===== src/rtl/dec_rr_arbiter.sv =====
// dec_rr_arbiter: round-robin arbiter sharing one enabled 2-to-4 decoder
// between four requesters. Drives E/S1/S0 for the decoder plus the matching
// one-hot grant, and holds the grant until the owner releases it.
// Optional feature: define ARB_TIMEOUT_EN to build the hold counter that
// forcibly revokes a grant after MAX_HOLD cycles. Without it, timeout stays 0.
module dec_rr_arbiter #(
    parameter int MAX_HOLD = 16
) (
    input  logic       clk,
    input  logic       rst,
    input  logic [3:0] req,
    input  logic       done,
    output logic       E,
    output logic       S1,
    output logic       S0,
    output logic [3:0] gnt,
    output logic       busy,
    output logic       timeout
);

    typedef enum logic {
        IDLE = 1'b0,
        BUSY = 1'b1
    } state_t;

    state_t     state;
    logic [1:0] ptr;
    logic       found;
    logic [1:0] winner;
    logic [1:0] idx;
    logic       owner_req;
    logic       rel_cond;

`ifdef ARB_TIMEOUT_EN
    logic [7:0] hold_cnt;
    logic       hold_expired;
    logic       forced;

    // Hold limit reached: the grant has already been high MAX_HOLD cycles
    // once this edge completes, so the release happens on this edge.
    always_comb begin
        hold_expired = (hold_cnt == 8'(MAX_HOLD - 1));
        forced       = hold_expired && !done && owner_req;
    end
`endif

    // Search the request vector starting at ptr and wrapping modulo 4;
    // the first set bit wins.
    always_comb begin
        found  = 1'b0;
        winner = ptr;
        idx    = ptr;
        for (int k = 0; k < 4; k++) begin
            idx = ptr + 2'(k);
            if (!found && req[idx]) begin
                found  = 1'b1;
                winner = idx;
            end
        end
    end

    // The owner is identified by the registered select lines; the grant is
    // released on done, on the owner dropping its request, or on expiry.
    always_comb begin
        owner_req = req[{S1, S0}];
`ifdef ARB_TIMEOUT_EN
        rel_cond  = done || !owner_req || hold_expired;
`else
        rel_cond  = done || !owner_req;
`endif
    end

    // Arbitration state machine with all outputs registered.
    always_ff @(posedge clk) begin
        if (rst) begin
            state    <= IDLE;
            ptr      <= 2'd0;
            E        <= 1'b0;
            S1       <= 1'b0;
            S0       <= 1'b0;
            gnt      <= 4'b0000;
            busy     <= 1'b0;
            timeout  <= 1'b0;
`ifdef ARB_TIMEOUT_EN
            hold_cnt <= 8'd0;
`endif
        end else begin
            timeout <= 1'b0;
            case (state)
                IDLE: begin
                    if (found) begin
                        S1       <= winner[1];
                        S0       <= winner[0];
                        E        <= 1'b1;
                        busy     <= 1'b1;
                        gnt      <= 4'b0001 << winner;
                        ptr      <= winner + 2'd1;
`ifdef ARB_TIMEOUT_EN
                        hold_cnt <= 8'd0;
`endif
                        state    <= BUSY;
                    end
                end
                BUSY: begin
                    if (rel_cond) begin
                        E     <= 1'b0;
                        busy  <= 1'b0;
                        gnt   <= 4'b0000;
                        state <= IDLE;
`ifdef ARB_TIMEOUT_EN
                        timeout <= forced;
`endif
                    end else begin
`ifdef ARB_TIMEOUT_EN
                        hold_cnt <= hold_cnt + 8'd1;
`endif
                    end
                end
                default: begin
                    state <= IDLE;
                end
            endcase
        end
    end

endmodule


===== config.mk =====
export PLATFORM = sky130hd
export DESIGN_NAME = dec_rr_arbiter
export DESIGN_NICKNAME = d
export VERILOG_FILES = /design/src/rtl/dec_rr_arbiter.sv
export SDC_FILE = /design/constraint.sdc
export NUM_CORES = 1
export LEC_CHECK = 0
export CAP_MARGIN = 25
export CORE_UTILIZATION = 35
export CTS_CLUSTER_DIAMETER = 200
export DETAILED_ROUTE_END_ITERATION = 10
export PLACE_DENSITY = 0.7
export SYNTH_ARGS = -nofsm -noshare
export SYNTH_HDL_FRONTEND = slang
export SYNTH_SLANG_ARGS = --single-unit

===== constraint.sdc =====
create_clock -name clk -period 1.62 [get_ports clk]
set_input_delay 0.162 -clock clk [delete_from_list [all_inputs] [get_ports clk]]
set_output_delay 0.162 -clock clk [all_outputs]
set_load 0.01 [all_outputs]

==> results of run 1 <==
power by group through the flow:
stage | Combinational (mW) | Sequential [mW] | Clock (mW)
finish | 0.225 | 0.306 | 0.222
global route | 0.253 | 0.312 | 0.242
CTS | 0.223 | 0.304 | 0.230
detailed placement | 0.221 | 0.309 | 0
global placement | 0.216 | 0.308 | 0
floorplan | 0.114 | 0.312 | 0
worst max-delay path by stage:
stage,end,depth (start not counted),from,slack [ns]
floorplan,ptr[1]$_SDFFE_PP0P_,5,ptr[1]$_SDFFE_PP0P_,0.23
global placement,gnt[2]$_SDFFE_PP0P_,7,req[3],-0.27
detailed placement,gnt[0]$_SDFFE_PP0P_,7,req[3],-0.32
CTS,gnt[2]$_SDFFE_PP0P_,7,req[3],0.007
global route,gnt[2]$_SDFFE_PP0P_,7,req[0],-0.002
finish,gnt[2]$_SDFFE_PP0P_,7,req[0],0.09
state kept, by name (all words and copies together), names as in the netlist:
register,cells
state,1
gnt,4
S1,1
ptr,2
busy,1
S0,1
worst reg2reg max path: cells and delay by family, from the launching register on:
family / cells / cell delay, ns
AO/OA/AOI/OAI: 3 / 0.49
adder cells (fa/ha/maj): 1 / 0.19
buffers and inverters: 1 / 0.07
flip-flops: 1 / 0.37
AND/OR/NAND/NOR: 1 / 0.26
layout make-up:
| cell class | instances | area [um^2] |
|---|---|---|
| Clock buffer | 4 | 36.28 |
| Multi-Input combinational cell | 44 | 342.8 |
| Tap cell | 16 | 20.02 |
| Sequential cell | 10 | 203.9 |
| Inverter | 3 | 11.26 |
| Timing Repair Buffer | 23 | 212.7 |
| Fill cell | 131 | 679.4 |
synth_stat cells, drive strengths merged:
cell type,instances,area (um^2)
or2,1,6.260
o21bai,1,7.510
a22o,4,35.03
conb,1,3.750
nand2b,2,12.51
nand4b,1,8.760
and3b,1,10.01
nor4,1,21.27
inv,3,11.26
a311oi,1,8.760
nor3,1,5.000
clkbuf,1,5.000
ha,4,50.05
a211oi,2,15.01
a21oi,5,28.78
o21ai,5,25.02
and2b,1,8.760
o311ai,1,8.760
mux4,1,22.52
nor2,4,15.01
buf,2,15.01
nand3b,2,18.77
nor2b,1,6.260
dfxtp,10,200.2
a21boi,1,7.510
and2,1,6.260
nand2,2,7.510
metal layers:
metal,wire length (um),GRT usage,share of wire
met2,569,0.2338,0.48
met5,0,0,0
met4,0,0.01875,0
met3,57,0.07759,0.048
met1,562,0.1930,0.47
cells by family after synthesis:
kind of cell / Yosys count / synth area share
AOI/OAI and AO/OA: 20 / 0.2390
and+or+nand+nor: 18 / 0.2215
DFF: 10 / 0.3509
buffers and inverters: 6 / 0.05481
adders and majority gates: 4 / 0.08772
muxes: 1 / 0.03947
other: 1 / 0.006573
through the flow:
step	setup slack (ns)	hold slack, ns	instance area [um^2]	setup TNS (ns)	utilization
2_1_floorplan	0.2267	0.3923	570.5	0	-
3_3_place_gp	-0.2744	0.4560	770.7	-1.671	0.5116
3_5_place_dp	-0.3211	0.4620	770.7	-2.026	0.5116
4_1_cts	0.006927	0.4777	807.0	0	0.5357
5_1_grt	-0.002317	0.4982	827.0	-0.002317	0.5490
6_report	0.08965	0.4237	827.0	0	0.5490
cells in the final DEF, fill, tap and decap left out:
cell	n
nor4_4	1
nand3b_1	1
a21boi_0	1
nand2_1	2
and2_1	1
nor3_1	1
buf_4	9
o21bai_1	1
ha_1	4
clkbuf_8	1
mux4_2	1
or2_1	1
nor2_1	4
conb_1	1
nand4b_1	1
dfxtp_4	1
and2b_2	1
and3b_2	1
nor2b_1	1
nand3b_2	1
a21oi_1	3
clkdlybuf4s50_1	12
clkbuf_4	3
dfxtp_1	9
o21ai_1	1
dlymetal6s2s_1	2
o21ai_0	4
o311ai_1	1
a21oi_2	2
a22o_1	4
a211oi_1	2
inv_1	3
a311oi_1	1
nand2b_1	2
repair_timing:
action	in CTS	in global routing
gates resized for setup	2	5
cloned	0	0
setup buffers	0	1
pin swaps	1	2
setup endpoints to repair	4	6
==> flow_summary.ini, run 1 <==
[run_status]
status = finished clean

[die]
die_h_um = 42.38
chipWidth_um = 42.38
initial_core_util = 0.3787
coreArea_um2 = 1506
rows = 14
dieArea_um2 = 1796
boundaryPins = 16

[place]
io_buffers = 14
gp_routability_congestion = 0.7735
dpl.hpwl_um = 956.1
dp_cells = 95

[worst_setup_path]
rr_worst_depth = 6
r2r_slack_ns = 0.14
cpPeakStageDelay_ns = 0.41
cp.required_ns = 1.78
cp_num_buf_inv = 2
path_cells = clkdlybuf4s50_1, and2b_2, o21bai_1, and3b_2, inv_1, ha_1, a22o_1
startpoint_type = input pin
endpoint_kind = register
cp.arrival_ns = 1.69
timing.rr.start = ptr[1]$_SDFFE_PP0P_
r2r-end = gnt[2]$_SDFFE_PP0P_
path_delay_family = buffers and inverters
crit_type = in2reg
path_max_fanout = 4
slowest_stage = clkdlybuf4s50_1

[pwr]
cellLeakagePower_nw = 0.3537
p_int_mw = 0.5405
sw_frac_of_total = 0.2823
pwr_density_cell_nw_per_um2 = 910.5
totalPowerFinal_mw = 0.7530
p_sw_mw = 0.2125
comb_power_share = 0.298
pwr-share-clk = 0.295
power_frac_seq = 0.406
peakVddDrop_mv = 0.4859

[global_route]
grt_pass1_wl_um = 2014
grt_util_all_layers = 0.1509
grt_max_degree = 8
grt_antenna_before_repair = 0
overflow = 0
first_global_vias = 475

[hold_path]
holdPathEnd = ptr[1]$_SDFFE_PP0P_
hp-class = in2reg
hold_depth = 4
min_from = req[2]

[flow_run]
maxCapViolCount = 0

[sta]
post-route-period-util = 0.9447
finalCriticalPeriod_ns = 1.530
fin_skew_ns = 0.003302
clock.fmax_mhz = 653.4
hold_violations = 0
slew-limit-headroom = 0.5876
worst_pin_slew_ns = 0.6138
finalMaxSlewViolations = 0
setup_violations = 0

[clock_tree]
cts_buffers = 3
clk-insertion-delay-late_ns = 0.26
holdBufCountCts = 0
htreeDepth = 1
cts_tree = done
path_clk_slew_ns = 0.07
clockBufferDepth = 2
clock_sinks = 10
ctsRootBufferMaster = clkbuf_4

[layout]
areaGrowthSynthToFinish_pct = 44.96
drive_above_1_share = 0.2500
final_nets = 96
fin_cells = 100
antennaDiodeCount = 0

[detailed_routing]
routedWlPerCell_um = 11.89
drc_errors = 0
vias_per_cell = 5.200
ant_nets = 0
drt_first_pass_iters = 4
drtIter0Drc = 8
drt_wl_total_um = 1189
vias = 520

[yosys]
synth_cell_types = 29
synth_area_um2 = 570.5
synthCells = 60
synth_seq_area_share = 0.3509
yosysWarnings = 0
ys_ff_latch = 10
avgSynthCellArea_um2 = 9.509
syn_nets = 71
(Power assumes the default switching activity.)
==> inputs of run 2 (changes only) <==
--- a/config.mk
+++ b/config.mk
@@ -9,7 +9,7 @@
 export CORE_UTILIZATION = 35
 export CTS_CLUSTER_DIAMETER = 200
 export DETAILED_ROUTE_END_ITERATION = 10
-export PLACE_DENSITY = 0.7
+export PLACE_DENSITY_LB_ADDON = 0.15
 export SYNTH_ARGS = -nofsm -noshare
 export SYNTH_HDL_FRONTEND = slang
 export SYNTH_SLANG_ARGS = --single-unit
==> flow_summary.ini, run 2 (synthesis gave the netlist of run 1 again) <==
[detailed_routing]
drt_first_pass_iters = 4
drtIter0Drc = 4
drc_errors = 0
vias = 525
drt_wl_total_um = 1240
ant_nets = 0
routedWlPerCell_um = 12.04
vias_per_cell = 5.097

[clock_tree]
holdBufCountCts = 0
cts_tree = done
path_clk_slew_ns = 0.06
ctsRootBufferMaster = clkbuf_4
clockBufferDepth = 2
clk-insertion-delay-late_ns = 0.26
htreeDepth = 1
cts_buffers = 3
clock_sinks = 10

[worst_setup_path]
cp.required_ns = 1.78
cpPeakStageDelay_ns = 0.42
path_cells = clkdlybuf4s50_1, or2_1, a21oi_2, and3b_2, buf_4, ha_1, a22o_1
endpoint_kind = register
path_delay_family = buffers and inverters
path_max_fanout = 4
timing.rr.start = ptr[1]$_SDFFE_PP0P_
rr_worst_depth = 7
cp.arrival_ns = 1.74
worstSetupStartpoint = req[1]
startpoint_type = input pin
path_depth = 7
slowest_stage = clkdlybuf4s50_1
cp_num_buf_inv = 2
crit_type = in2reg

[place]
gp_routability_congestion = 0.7810
dpl.hpwl_um = 954
io_buffers = 14
placed_area_um2 = 793.3

[sta]
hold_violations = 0
setup_violations = 0
post-route-period-util = 0.9771
final.setup.tns_ns = 0
finalMaxSlewViolations = 0
fin_skew_ns = 0.002068
finalCriticalPeriod_ns = 1.583
clock.fmax_mhz = 631.8

[hold_path]
min_from = gnt[0]$_SDFFE_PP0P_
hp-class = reg2reg
hold_depth = 1

[pwr]
peakVddDrop_mv = 0.3347
cellLeakagePower_nw = 0.3617
sw_frac_of_total = 0.2991
pwr_density_cell_nw_per_um2 = 865.2
pwr-share-clk = 0.227
power_frac_seq = 0.414
p_int_mw = 0.5144
totalPowerFinal_mw = 0.7339
comb_power_share = 0.359
p_sw_mw = 0.2195

[global_route]
grt_util_all_layers = 0.1524
first_global_vias = 470
grt_pass1_wl_um = 1918
grt_antenna_before_repair = 0
overflow = 0
grt_max_degree = 8

[layout]
areaGrowthSynthToFinish_pct = 48.68
antennaDiodeCount = 0
final_cell_mix = buf_4, clkdlybuf4s50_1, dfxtp_1
reg_top3 = gnt (4), ptr (2)
top_register = gnt
utilization = 0.5631
largest_reg_flops = 4
stdcell_area_um2 = 848.3
mostFrequentLayoutCell = buf_4
drive_above_1_share = 0.2989
final_nets = 100

[run_status]
status = finished clean

[die]
initial_core_util = 0.3787
dieArea_um2 = 1796
chipWidth_um = 42.38
rows = 14
die_h_um = 42.38
boundaryPins = 16
coreArea_um2 = 1506

[flow_run]
maxCapViolCount = 0
## run 2: cell types whose count changed in the layout (fill, tap and decap cells not counted), sizes merged
cell,delta
clkbuf,-1
buf,+4
dlygate4sd2,+1
dlymetal6s2s,-1
## run 2: cell type report
class	count	area [um^2]
inverters	3	11.26
well taps	16	20.02
flip-flops and latches	10	201.4
repair buffers	27	239.0
fillers	135	658.1
clock buffers	3	22.52
multi-input cells	44	354.1
## run 2: power by group through the flow
stage                     clock network [mW]  logic (mW)  registers [mW]
after global routing                   0.188       0.286           0.310
final                                  0.167       0.263           0.304
after detailed placement                   0       0.246           0.307
after floorplan                            0       0.114           0.312
after CTS                              0.177       0.248           0.302
after global placement                     0       0.245           0.307
## run 2: routing by layer
| layer | vias to the layer above | part of all wire | track usage |
|---|---|---|---|
| met4 | 0 | 0.027 | 0.1313 |
| met1 | 232 | 0.43 | 0.1600 |
| met2 | 14 | 0.50 | 0.2400 |
| met3 | 4 | 0.044 | 0.05172 |
| li1 | 275 | - | - |
| met5 | - | 0 | 0 |
## run 2: final timing paths
check                                           end  slack (ns)
worst max-delay path            gnt[1]$_SDFFE_PP0P_        0.04
worst min-delay path            gnt[0]$_SDFFE_PP0P_        0.47
worst max register to register  gnt[1]$_SDFFE_PP0P_        0.08
worst min register to register  gnt[0]$_SDFFE_PP0P_        0.47
## run 2: through the flow
stage                     setup slack (ns)  hold WS, ns  cells
after floorplan                     0.2267       0.3923     60
after global placement             -0.3846       0.4572     98
after detailed placement           -0.4070       0.4566     98
after CTS                          0.03250       0.4768    101
after global routing              -0.01617       0.5114    103
final                              0.03710       0.4705    103
## run 2: what timing repair did
action | 4_1_cts | 5_1_grt
cloned | 0 | 0
pin swaps | 0 | 4
setup endpoints to repair | 5 | 5
resized for setup | 4 | 5
buffers inserted | 0 | 2
==> inputs of run 3 (changes only) <==
--- a/config.mk
+++ b/config.mk
@@ -6,6 +6,7 @@
 export NUM_CORES = 1
 export LEC_CHECK = 0
 export CAP_MARGIN = 25
+export CORE_MARGIN = 2
 export CORE_UTILIZATION = 35
 export CTS_CLUSTER_DIAMETER = 200
 export DETAILED_ROUTE_END_ITERATION = 10
==> constraint.sdc (replaced) <==
create_clock -name clk -period 1.9 [get_ports clk]
set_input_delay 0.19 -clock clk [delete_from_list [all_inputs] [get_ports clk]]
set_output_delay 0.19 -clock clk [all_outputs]
set_load 0.01 [all_outputs]
==> flow_summary.ini, run 3 (synthesis gave the netlist of run 1 again) <==
[run_status]
status = finished clean

[worst_setup_path]
startpoint_type = input pin
r2r_slack_ns = 0.24
cp.required_ns = 2.05
endpoint_kind = register
path_max_fanout = 6
cp.arrival_ns = 1.90
crit_type = in2reg

[place]
placed_area_um2 = 770.7
dpl.hpwl_um = 1001
gp_routability_congestion = 0.8096
place_ws_ns = -0.1255
dp_cells = 95
io_buffers = 14

[detailed_routing]
wl_met1_um = 612
drt_first_pass_iters = 4
ant_nets = 0
wl_met3_um = 67
vias_per_cell = 5.121
top_layer_used = met4
wl_met2_um = 540
routedWlPerCell_um = 12.36
drtIter0Drc = 4
drc_errors = 0
drt_wl_total_um = 1224
vias = 507

[pwr]
cellLeakagePower_nw = 0.3310
peakVddDrop_mv = 0.7323
pwr_density_cell_nw_per_um2 = 791.7

[sta]
worst_pin_slew_ns = 0.6165
post-route-period-util = 0.9189
finalMaxSlewViolations = 0
clock.fmax_mhz = 572.8
fin_skew_ns = 0.004388
final.setup.tns_ns = 0
setup_violations = 0
rsz0062_at_grt = false
slew-limit-headroom = 0.5838
finalCriticalPeriod_ns = 1.746
fin_ws_ns = 0.1541
hold_violations = 0

[layout]
final_cell_mix = clkdlybuf4s50_1, dfxtp_1, buf_4
mostFrequentLayoutCell = clkdlybuf4s50_1
regArea_um2 = 200.2
multi_input_area_um2 = 339.1
nFillCells = 140
utilization = 0.5296
areaGrowthSynthToFinish_pct = 41.45
fin_cells = 99
top_register = gnt
reg_top3 = gnt (4), ptr (2)
stdcell_area_um2 = 807.0
antennaDiodeCount = 0
drive_above_1_share = 0.2169
final_nets = 95
largest_reg_flops = 4

[flow_run]
maxCapViolCount = 0

[global_route]
overflow = 0
first_global_vias = 454
grt_pass1_wl_um = 2007
grt_max_degree = 8
grt_util_all_layers = 0.1436
grt_antenna_before_repair = 0

[clock_tree]
htreeDepth = 1
ctsRootBufferMaster = clkbuf_4
cts_buffers = 3
cts_tree = done
ctsResizeCount = 0
post-cts-setup-buffers = 0
holdBufCountCts = 0
clock_sinks = 10
clockBufferDepth = 2
clk-insertion-delay-late_ns = 0.26
path_clk_slew_ns = 0.06

[die]
rows = 14
die_h_um = 44.38
initial_core_util = 0.3744
chipWidth_um = 44.38
coreArea_um2 = 1524
boundaryPins = 16
dieArea_um2 = 1969

[hold_path]
hp-class = reg2reg
==> run 3: power by group <==
part | internal, mW | total (mW) | switching, mW
Sequential | 0.235 | 0.258 | 0.0234
Clock | 0.116 | 0.186 | 0.0700
Combinational | 0.110 | 0.194 | 0.0837
Total | 0.462 | 0.639 | 0.177
==> run 3: worst max-delay path: stages <==
cell and delay, ns:
clkdlybuf4s50_1 0.54, and2b_2 0.24, o21ai_0 0.20, and3b_2 0.26, inv_1 0.07, ha_1 0.19
a22o_1 0.20
==> run 3: area by class of cell <==
| type | count | share of cell area |
|---|---|---|
| clock buffer | 4 | 0.04496 |
| timing repair buffer | 22 | 0.2481 |
| tap | 16 | 0.02481 |
| inverter | 3 | 0.01395 |
| sequential | 10 | 0.2481 |
| multi-input combinational | 44 | 0.4202 |
==> run 3: worst paths after layout <==
kind | to | cells after the start | startpoint
worst max-delay path | gnt[0]$_SDFFE_PP0P_ | 7 | req[3]
worst min-delay path | gnt[0]$_SDFFE_PP0P_ | 1 | gnt[0]$_SDFFE_PP0P_
worst max register to register | ptr[1]$_SDFFE_PP0P_ | 5 | ptr[1]$_SDFFE_PP0P_
worst min register to register | gnt[0]$_SDFFE_PP0P_ | 1 | gnt[0]$_SDFFE_PP0P_
==> run 3: metal layers <==
metal,global-route usage,up-vias
met4,0.05455,0
met2,0.1941,10
met5,0,-
li1,-,263
met3,0.06531,2
met1,0.1980,232
==> run 3: through the flow <==
step           hold WS (ns)  power, mW
5_1_grt              0.5062     0.6834
4_1_cts              0.4762     0.6500
6_report             0.4729     0.6389
3_3_place_gp         0.4567     0.4583
3_5_place_dp         0.4613     0.4584
2_1_floorplan        0.4203     0.3632
